### config.mk
export PLATFORM = sky130hd
export DESIGN_NAME = digital_clock_counter
export DESIGN_NICKNAME = d
export VERILOG_FILES = /design/src/rtl/digital_clock_counter.sv
export SDC_FILE = /design/constraint.sdc
export NUM_CORES = 1
export LEC_CHECK = 0
export CORE_ASPECT_RATIO = 0.7
export CORE_MARGIN = 1.5
export CORE_UTILIZATION = 54
export CTS_CLUSTER_SIZE = 40
export DETAILED_ROUTE_END_ITERATION = 8
export PLACE_DENSITY_LB_ADDON = 0.1
export SLEW_MARGIN = 10
export SYNTH_ARGS = -nofsm -noshare
export SYNTH_HDL_FRONTEND = slang
export SYNTH_SLANG_ARGS = --single-unit
export TNS_END_PERCENT = 5
### constraint.sdc
create_clock -name clk -period 2.85 [get_ports clk]
set_clock_uncertainty 0.2 [all_clocks]
set_input_delay 0.4275 -clock clk [delete_from_list [all_inputs] [get_ports clk]]
set_output_delay 0.4275 -clock clk [all_outputs]
set_load 0.02 [all_outputs]
### src/rtl/digital_clock_counter.sv
// BCD time-of-day counter (24-hour) with 1 Hz prescaler and a valid/ready preset port.
// Define HOUR12_EN for 12-hour AM/PM mode (adds pm output and set_pm input).
module digital_clock_counter #(
  parameter int unsigned TICKS_PER_SEC = 50000000,
  parameter int unsigned PRESC_W       = 26
) (
  input  logic       clk,
  input  logic       rst,
  input  logic       run,
  input  logic       set_valid,
  output logic       set_ready,
  input  logic [1:0] set_hours_p1,
  input  logic [3:0] set_hours_p2,
  input  logic [2:0] set_minutes_p1,
  input  logic [3:0] set_minutes_p2,
  input  logic [2:0] set_seconds_p1,
  input  logic [3:0] set_seconds_p2,
`ifdef HOUR12_EN
  input  logic       set_pm,
  output logic       pm,
`endif
  output logic       set_err,
  output logic [1:0] hours_p1,
  output logic [3:0] hours_p2,
  output logic [2:0] minutes_p1,
  output logic [3:0] minutes_p2,
  output logic [2:0] seconds_p1,
  output logic [3:0] seconds_p2,
  output logic       sec_pulse,
  output logic       day_wrap
);

  typedef enum logic [1:0] {STOP, RUN, LOAD} state_t;

`ifdef HOUR12_EN
  localparam logic [1:0] RST_H1 = 2'd1;
  localparam logic [3:0] RST_H2 = 4'd2;
`else
  localparam logic [1:0] RST_H1 = 2'd0;
  localparam logic [3:0] RST_H2 = 4'd0;
`endif

  state_t             state, state_nxt;
  logic [PRESC_W-1:0] presc;
  logic               load_acc, load_ok, tick_en, wrap;
  logic [1:0]         h1_n;
  logic [3:0]         h2_n, m2_n, s2_n;
  logic [2:0]         m1_n, s1_n;
  logic               day_n;
`ifdef HOUR12_EN
  logic               pm_n;
`endif

  always_ff @(posedge clk or posedge rst) begin
    if (rst) state <= STOP;
    else     state <= state_nxt;
  end

  always_comb begin
    state_nxt = state;
    set_ready = (state != LOAD);
    load_acc  = set_valid & set_ready;
    case (state)
      STOP:    if (run)  state_nxt = RUN;
      RUN:     if (!run) state_nxt = STOP;
      LOAD:    state_nxt = run ? RUN : STOP;
      default: state_nxt = STOP;
    endcase
    if (load_acc) state_nxt = LOAD;
  end

  always_comb begin
`ifdef HOUR12_EN
    load_ok = ((set_hours_p1 == 2'd0) && (set_hours_p2 >= 4'd1) && (set_hours_p2 <= 4'd9)) ||
              ((set_hours_p1 == 2'd1) && (set_hours_p2 <= 4'd2));
`else
    load_ok = (set_hours_p1 <= 2'd2) && (set_hours_p2 <= 4'd9) &&
              ((set_hours_p1 != 2'd2) || (set_hours_p2 <= 4'd3));
`endif
    load_ok = load_ok && (set_minutes_p1 <= 3'd5) && (set_minutes_p2 <= 4'd9) &&
              (set_seconds_p1 <= 3'd5) && (set_seconds_p2 <= 4'd9);
  end

  // A load on the same edge as a prescaler wrap wins; that tick is dropped.
  assign tick_en = (state == RUN) && run && !load_acc;
  assign wrap    = tick_en && (presc == PRESC_W'(TICKS_PER_SEC - 1));

  always_comb begin
    h1_n  = hours_p1;
    h2_n  = hours_p2;
    m1_n  = minutes_p1;
    m2_n  = minutes_p2;
    s1_n  = seconds_p1;
    s2_n  = seconds_p2 + 4'd1;
    day_n = 1'b0;
`ifdef HOUR12_EN
    pm_n  = pm;
`endif
    if (seconds_p2 == 4'd9) begin
      s2_n = '0;
      if (seconds_p1 != 3'd5) s1_n = seconds_p1 + 3'd1;
      else begin
        s1_n = '0;
        if (minutes_p2 != 4'd9) m2_n = minutes_p2 + 4'd1;
        else begin
          m2_n = '0;
          if (minutes_p1 != 3'd5) m1_n = minutes_p1 + 3'd1;
          else begin
            m1_n = '0;
`ifdef HOUR12_EN
            if (hours_p1 == 2'd1 && hours_p2 == 4'd2) begin
              h1_n = 2'd0;
              h2_n = 4'd1;
            end else if (hours_p1 == 2'd1 && hours_p2 == 4'd1) begin
              h2_n  = 4'd2;
              pm_n  = ~pm;
              day_n = pm;
            end else if (hours_p2 == 4'd9) begin
              h1_n = 2'd1;
              h2_n = '0;
            end else h2_n = hours_p2 + 4'd1;
`else
            if (hours_p1 == 2'd2 && hours_p2 == 4'd3) begin
              h1_n  = '0;
              h2_n  = '0;
              day_n = 1'b1;
            end else if (hours_p2 == 4'd9) begin
              h1_n = hours_p1 + 2'd1;
              h2_n = '0;
            end else h2_n = hours_p2 + 4'd1;
`endif
          end
        end
      end
    end
  end

  always_ff @(posedge clk or posedge rst) begin
    if (rst) begin
      hours_p1   <= RST_H1;
      hours_p2   <= RST_H2;
      minutes_p1 <= '0;
      minutes_p2 <= '0;
      seconds_p1 <= '0;
      seconds_p2 <= '0;
      presc      <= '0;
      set_err    <= 1'b0;
      sec_pulse  <= 1'b0;
      day_wrap   <= 1'b0;
`ifdef HOUR12_EN
      pm         <= 1'b0;
`endif
    end else begin
      set_err   <= 1'b0;
      sec_pulse <= 1'b0;
      day_wrap  <= 1'b0;
      if (load_acc) begin
        if (load_ok) begin
          hours_p1   <= set_hours_p1;
          hours_p2   <= set_hours_p2;
          minutes_p1 <= set_minutes_p1;
          minutes_p2 <= set_minutes_p2;
          seconds_p1 <= set_seconds_p1;
          seconds_p2 <= set_seconds_p2;
          presc      <= '0;
`ifdef HOUR12_EN
          pm         <= set_pm;
`endif
        end else begin
          set_err <= 1'b1;
        end
      end else if (wrap) begin
        presc      <= '0;
        hours_p1   <= h1_n;
        hours_p2   <= h2_n;
        minutes_p1 <= m1_n;
        minutes_p2 <= m2_n;
        seconds_p1 <= s1_n;
        seconds_p2 <= s2_n;
        sec_pulse  <= 1'b1;
        day_wrap   <= day_n;
`ifdef HOUR12_EN
        pm         <= pm_n;
`endif
      end else if (tick_en) begin
        presc <= presc + PRESC_W'(1);
      end
    end
  end

endmodule

==> flow_summary.json, run 1 <==
{
  "status": "complete, no violations",
  "synthCells": 341,
  "synth-adder-area-share_pct": 1.22,
  "place.detailed.hpwl_um": 5850,
  "p_switching_mw": 0.822,
  "core_area_sq_um": 5370,
  "clkLatencyLatePin_ns": 0.31,
  "grt_max_degree": 39,
  "synth_compound_area_share_pct": 25.0,
  "synth_top_family_by_area": "simple AND/OR/NAND/NOR gates",
  "swShare_pct": 36.4,
  "start_util_pct": 57.5,
  "ctsResizeCount": 0,
  "overflow": 0,
  "nets": 423,
  "finalCritPeriodShare_pct": 90.9,
  "vdd_drop_max_uv": 431,
  "rsz0062_at_grt": "false",
  "cts_hold_buf": 0,
  "cts.sinks": 51,
  "ios": 48,
  "yosys.area_share.simple_pct": 25.8,
  "rows": 22,
  "io_buffers": 47,
  "detail-route-antenna-nets": 0,
  "cp.arrival_ns": 2.58,
  "drc": 0,
  "drive_gt1_share_pct": 10.1,
  "die_h_um": 66.2,
  "cp_cell_sequence": "or4_4, nor4_4, a31oi_4, a211oi_2, mux2_1",
  "combPwrFrac_pct": 35.9,
  "tns_ns": 0,
  "hold_violations": 0,
  "crit_fanout": 8,
  "synthArstFlopShare_pct": 100,
  "postCtsSetupBuffers": 0,
  "path_delay_family": "simple AND/OR/NAND/NOR gates",
  "finalSetupViolations": 0,
  "path_class": "register to register",
  "first_global_vias": 2717,
  "syn_nets": 368,
  "synth_mux_area_share_pct": 1.70,
  "firstDrtPassIters": 4,
  "power.internal_mw": 1.43,
  "drt_wl_total_um": 7740,
  "clk_path_buf_depth": 2,
  "cp.required_ns": 2.84,
  "antennaDiodeCount": 0,
  "grt_antenna_before_repair": 0,
  "yosysSeqAreaShare_pct": 41.4,
  "ys_types": 63,
  "slew_headroom_pct": 63.7,
  "maxSlewViolCount": 0,
  "syn_area_sq_um": 3080,
  "p_leak_nw": 1.51,
  "final_cell_mix": "dfrtp_1, clkdlybuf4s50_1, nand2_1",
  "grt_pass1_wl_um": 12900,
  "die_w_um": 93.3,
  "numCtsBuffers": 5,
  "synth.avg_cell_area_sq_um": 9.04,
  "synth-edff-count": 0,
  "cap_viol_max_count": 0,
  "yosys_register_bits": 51,
  "cp_slowest_cell": "or4_4",
  "htree_levels": 2,
  "path_buf_inv": 0,
  "yosysWarnings": 0,
  "end_kind": "register",
  "p_total_mw": 2.26,
  "synth_ff_type": "dfrtp_1",
  "grt.total_usage_pct": 26.5,
  "place.gp.congestion": 0.841,
  "cts_root_buf": "clkbuf_8",
  "synth_xor_area_share_pct": 0.852,
  "cts_tree": "built",
  "first_iter_violations": 189,
  "via_per_inst": 6.30,
  "power.density_nw_per_um2": 592,
  "die_area_sq_um": 6180,
  "wire_per_inst_um": 16.5,
  "seqPwrFrac_pct": 45.5,
  "fmax_mhz": 386,
  "final.min_clock_period_ns": 2.59,
  "clkPwrFrac_pct": 18.6,
  "worstSetupStartpointType": "register",
  "syn2layout_area_growth_pct": 23.6,
  "hold_class": "input port to asynchronous set/reset pin",
  "fill_cells": 431,
  "clk_pin_slew_ns": 0.10,
  "worst_path_largest_cell_delay_ns": 0.58,
  "layout_commonest_cell": "dfrtp_1",
  "num_vias": 2953,
  "tightest_slew_ns": 0.540
}
synthesized netlist by cell type, types with 4 or more instances:
cell / n / area [sq um]
a31oi_1: 6 / 37.5
a21oi_1: 25 / 125
clkbuf_1: 13 / 48.8
nand3_1: 12 / 60.1
o31ai_1: 15 / 113
nor3_1: 9 / 45.0
and3_1: 4 / 25.0
nand2_1: 38 / 143
o22ai_1: 5 / 31.3
a22oi_1: 5 / 37.5
or4_1: 12 / 90.1
dfrtp_1: 51 / 1280
nor2_1: 13 / 48.8
inv_1: 16 / 60.1
o21ai_0: 22 / 110
nor3b_1: 5 / 37.5
or3_1: 7 / 43.8
nor2b_1: 4 / 25.0
nand4_1: 10 / 62.6
a22o_1: 5 / 43.8
worst register-to-register path: cells and delay by family, from the launching register on:
kind,cells,cell delay (ns)
and+or+nand+nor,2,1.05
DFF,1,0.47
AOI/OAI and AO/OA,2,0.42
muxes,1,0.34
registers in the layout (all words and copies together) (netlist names), 2 cells and up:
| name | cells |
|---|---|
| presc | 26 |
| hours_p2 | 4 |
| minutes_p2 | 4 |
| seconds_p2 | 4 |
| minutes_p1 | 3 |
| seconds_p1 | 3 |
| hours_p1 | 2 |
| state | 2 |
kinds of logic (layout without fill, tap and decap cells):
| kind of cell | after synthesis | after routing |
|---|---|---|
| mux | 4 | 4 |
| fa+ha+maj | 3 | 3 |
| flops | 51 | 51 |
| buf+inv | 32 | 88 |
| compound gates | 112 | 112 |
| simple gates | 136 | 136 |
| xor+xnor | 3 | 3 |
stage by stage:
| stage | std cells | hold slack (ns) | util (%) | cell area [sq um] | worst slack (ns) |
|---|---|---|---|---|---|
| 2_1_floorplan | 341 | 0.238 | - | 3080 | 0.480 |
| 3_3_place_gp | 461 | 0.260 | 69.4 | 3730 | 0.109 |
| 3_5_place_dp | 461 | 0.266 | 69.4 | 3730 | 0.0600 |
| 4_1_cts | 469 | 0.249 | 71.0 | 3810 | 0.256 |
| 5_1_grt | 469 | 0.273 | 71.0 | 3810 | 0.123 |
| 6_report | 469 | 0.227 | 71.0 | 3810 | 0.261 |
power groups by stage:
stage                     Sequential [mW]  Combinational, mW  Clock [mW]
after floorplan                      1.13              0.344           0
after global placement               1.03              0.794           0
after detailed placement             1.04              0.810           0
after CTS                            1.02              0.814       0.422
after global routing                 1.05              0.875       0.447
final                                1.03              0.811       0.419
cell type report:
| class | instances | area [sq um] | area share [%] |
|---|---|---|---|
| Multi-Input combinational cell | 258 | 1680 | 44.2 |
| Clock buffer | 6 | 72.6 | 1.90 |
| Sequential cell | 51 | 1280 | 33.5 |
| Timing Repair Buffer | 62 | 608 | 16.0 |
| Tap cell | 72 | 90.1 | 2.36 |
| Clock inverter | 2 | 12.5 | 0.328 |
| Inverter | 18 | 68.8 | 1.81 |
metal layers:
layer,vias to the layer above,track usage (%),wire length [um]
met2,93,39.2,3370
met1,1436,40.0,3850
met5,-,0,0
li1,1420,-,-
met3,4,5.29,487
met4,0,4.92,36
final timing paths:
check	start	to	slack, ns	depth (start not counted)
min in group clk	presc[23]	presc[23]	0.28	1
max in group asynchronous	rst	presc[25]	1.64	3
hold reg to reg	presc[23]	presc[23]	0.28	1
setup reg to reg	presc[7]	hours_p1[0]	0.26	5
setup / recovery	presc[7]	hours_p1[0]	0.26	5
hold / removal	rst	presc[24]	0.23	2
No activity file was read; power rests on OpenSTA's default activity.
==> inputs of run 2 (changes only) <==
--- a/config.mk
+++ b/config.mk
@@ -5,12 +5,14 @@
 export SDC_FILE = /design/constraint.sdc
 export NUM_CORES = 1
 export LEC_CHECK = 0
+export CELL_PAD_IN_SITES_DETAIL_PLACEMENT = 1
+export CELL_PAD_IN_SITES_GLOBAL_PLACEMENT = 1
 export CORE_ASPECT_RATIO = 0.7
 export CORE_MARGIN = 1.5
-export CORE_UTILIZATION = 54
+export CORE_UTILIZATION = 41
 export CTS_CLUSTER_SIZE = 40
 export DETAILED_ROUTE_END_ITERATION = 8
-export PLACE_DENSITY_LB_ADDON = 0.1
+export PLACE_DENSITY = 0.87
 export SLEW_MARGIN = 10
 export SYNTH_ARGS = -nofsm -noshare
 export SYNTH_HDL_FRONTEND = slang
==> constraint.sdc (replaced) <==
create_clock -name clk -period 2.7 [get_ports clk]
set_clock_uncertainty 0.2 [all_clocks]
set_input_delay 0.405 -clock clk [delete_from_list [all_inputs] [get_ports clk]]
set_output_delay 0.405 -clock clk [all_outputs]
set_load 0.02 [all_outputs]
==> flow_summary.json, run 2 (synthesis results as in run 1) <==
{
  "p_switching_mw": 0.936,
  "drive_gt1_share_pct": 13.0,
  "status": "complete, no violations",
  "path_class": "register to register",
  "place.gp.congestion": 0.830,
  "slew_headroom_pct": 63.2,
  "vdd_drop_max_uv": 415,
  "die_w_um": 107,
  "via_per_inst": 6.05,
  "cp.required_ns": 2.75,
  "place_ws_ns": -0.0900,
  "p_total_mw": 2.59,
  "io_buffers": 47,
  "worst_path_largest_cell_delay_ns": 0.76,
  "cts_hold_buf": 0,
  "cp_num_cells": 5,
  "r2r-start": "presc[0]",
  "detail-route-antenna-nets": 0,
  "seqPwrFrac_pct": 42.1,
  "path_buf_inv": 0,
  "regMostFlops": "presc",
  "wire_per_inst_um": 19.4,
  "worstSetupEndpoint": "presc[20]",
  "first_iter_violations": 138,
  "overflow": 0,
  "end_kind": "register",
  "die_h_um": 75.6,
  "path_delay_family": "simple AND/OR/NAND/NOR gates",
  "grt.total_usage_pct": 25.4,
  "layout_setup_ws_ns": 0.112,
  "first_global_vias": 3060,
  "finalCritPeriodShare_pct": 95.9,
  "antennaDiodeCount": 0,
  "htree_levels": 2,
  "core_area_sq_um": 7290,
  "nets": 434,
  "cts_tree": "built",
  "hold_class": "input port to asynchronous set/reset pin",
  "place.detailed.hpwl_um": 7290,
  "final_area_sq_um": 3970,
  "combPwrFrac_pct": 35.5,
  "startpoint": "presc[0]",
  "cts_root_buf": "clkbuf_8",
  "firstDrtPassIters": 4,
  "cap_viol_max_count": 0,
  "grt_antenna_before_repair": 0,
  "cp_cell_sequence": "ha_2, nand4_1, or4_1, or4_1, a21oi_1",
  "power.internal_mw": 1.65,
  "worstSetupStartpointType": "register",
  "fill_cells": 862,
  "dpl_cell_area_sq_um": 3850,
  "place_inst": 498,
  "clkLatencyLatePin_ns": 0.32,
  "ios": 48,
  "final_cell_mix": "dfrtp_1, clkdlybuf4s50_1, nand2_1",
  "grt_max_degree": 52,
  "finalSetupViolations": 0,
  "final.min_clock_period_ns": 2.59,
  "grt_pass1_wl_um": 15800,
  "r2r_setup_slack_ns": 0.11,
  "crit_fanout": 12,
  "cp_common_cell": "or4_1",
  "ff2ff_path_depth": 5,
  "rsz0062_at_grt": "false",
  "r2r_end": "presc[20]",
  "maxSlewViolCount": 0,
  "largest_reg_flops": 26,
  "hold_violations": 0,
  "cp_slowest_cell": "or4_1",
  "layout_commonest_cell": "dfrtp_1",
  "numCtsBuffers": 5,
  "tightest_slew_ns": 0.548,
  "rows": 26,
  "clkPwrFrac_pct": 22.4,
  "postLayoutCoreUtil_pct": 54.5,
  "stdcell_count": 506,
  "start_util_pct": 42.3,
  "cp.arrival_ns": 2.64,
  "clk_pin_slew_ns": 0.10,
  "fmax_mhz": 386,
  "drt_wl_total_um": 9840,
  "num_vias": 3063,
  "p_leak_nw": 1.59,
  "die_area_sq_um": 8060,
  "cts.sinks": 51,
  "clk_path_buf_depth": 2,
  "drc": 0,
  "syn2layout_area_growth_pct": 28.8,
  "power.density_nw_per_um2": 651,
  "swShare_pct": 36.2
}
## run 2: changes by cell type in the layout (fill, tap and decap cells not counted), sizes merged
cell / change
bufinv: +1
clkinvlp: -1
buf: +11
## run 2: tightest hold or removal path, stage by stage
cell,delay [ns]
clkdlybuf4s50_1,0.41
inv_2,0.07
buf_12,0.27
## run 2: power by group through the flow
stage	logic, mW	clock network, mW	registers, mW
6_report	0.919	0.579	1.09
5_1_grt	0.997	0.609	1.12
4_1_cts	0.921	0.584	1.09
3_5_place_dp	0.918	0	1.10
3_3_place_gp	0.876	0	1.08
2_1_floorplan	0.363	0	1.19
## run 2: what timing repair did
item                                    4_1_cts  5_1_grt
endpoints found under the setup margin        0        4
gates resized for setup                       0        1
setup buffers                                 0        0
## run 2: metal layers
metal  track usage [%]  share of wire, %  vias to the layer above
li1                  -                 -                     1436
met1              37.6                50                     1548
met2              39.5                46                       69
met3              3.93               3.7                       10
met4              6.07              0.88                        0
met5                 0                 0                        -
## run 2: stage by stage
stage	hold slack, ns	TNS (ns)
final	0.247	0
after detailed placement	0.275	-0.558
after CTS	0.259	0
after global routing	0.282	0
after floorplan	0.238	0
after global placement	0.261	0
## run 2: final cells by class
| type | instances | area, sq um | share of cell area (%) |
|---|---|---|---|
| inverter | 18 | 68.8 | 1.73 |
| clock buffer | 6 | 82.6 | 2.08 |
| multi-input combinational | 258 | 1690 | 42.4 |
| sequential | 51 | 1280 | 32.1 |
| tap | 98 | 123 | 3.09 |
| timing repair buffer | 73 | 703 | 17.7 |
| clock inverter | 2 | 35.0 | 0.882 |
## run 2: how the worst min path moves through the flow
stage / endpoint / slack (ns) / cells after the start
after global placement: presc[23] / 0.26 / 1
final: presc[21] / 0.25 / 3
after floorplan: presc[23] / 0.24 / 1
after detailed placement: presc[23] / 0.27 / 1
after global routing: seconds_p2[0] / 0.28 / 3
after CTS: seconds_p2[0] / 0.26 / 3
==> inputs of run 3 (changes only) <==
--- a/config.mk
+++ b/config.mk
@@ -13,7 +13,7 @@
 export CTS_CLUSTER_SIZE = 40
 export DETAILED_ROUTE_END_ITERATION = 8
 export PLACE_DENSITY = 0.87
-export SLEW_MARGIN = 10
+export SLEW_MARGIN = 20
 export SYNTH_ARGS = -nofsm -noshare
 export SYNTH_HDL_FRONTEND = slang
 export SYNTH_SLANG_ARGS = --single-unit
==> results of run 3 <==
The final DEF is identical to that of run 2; final timing and power are the same.
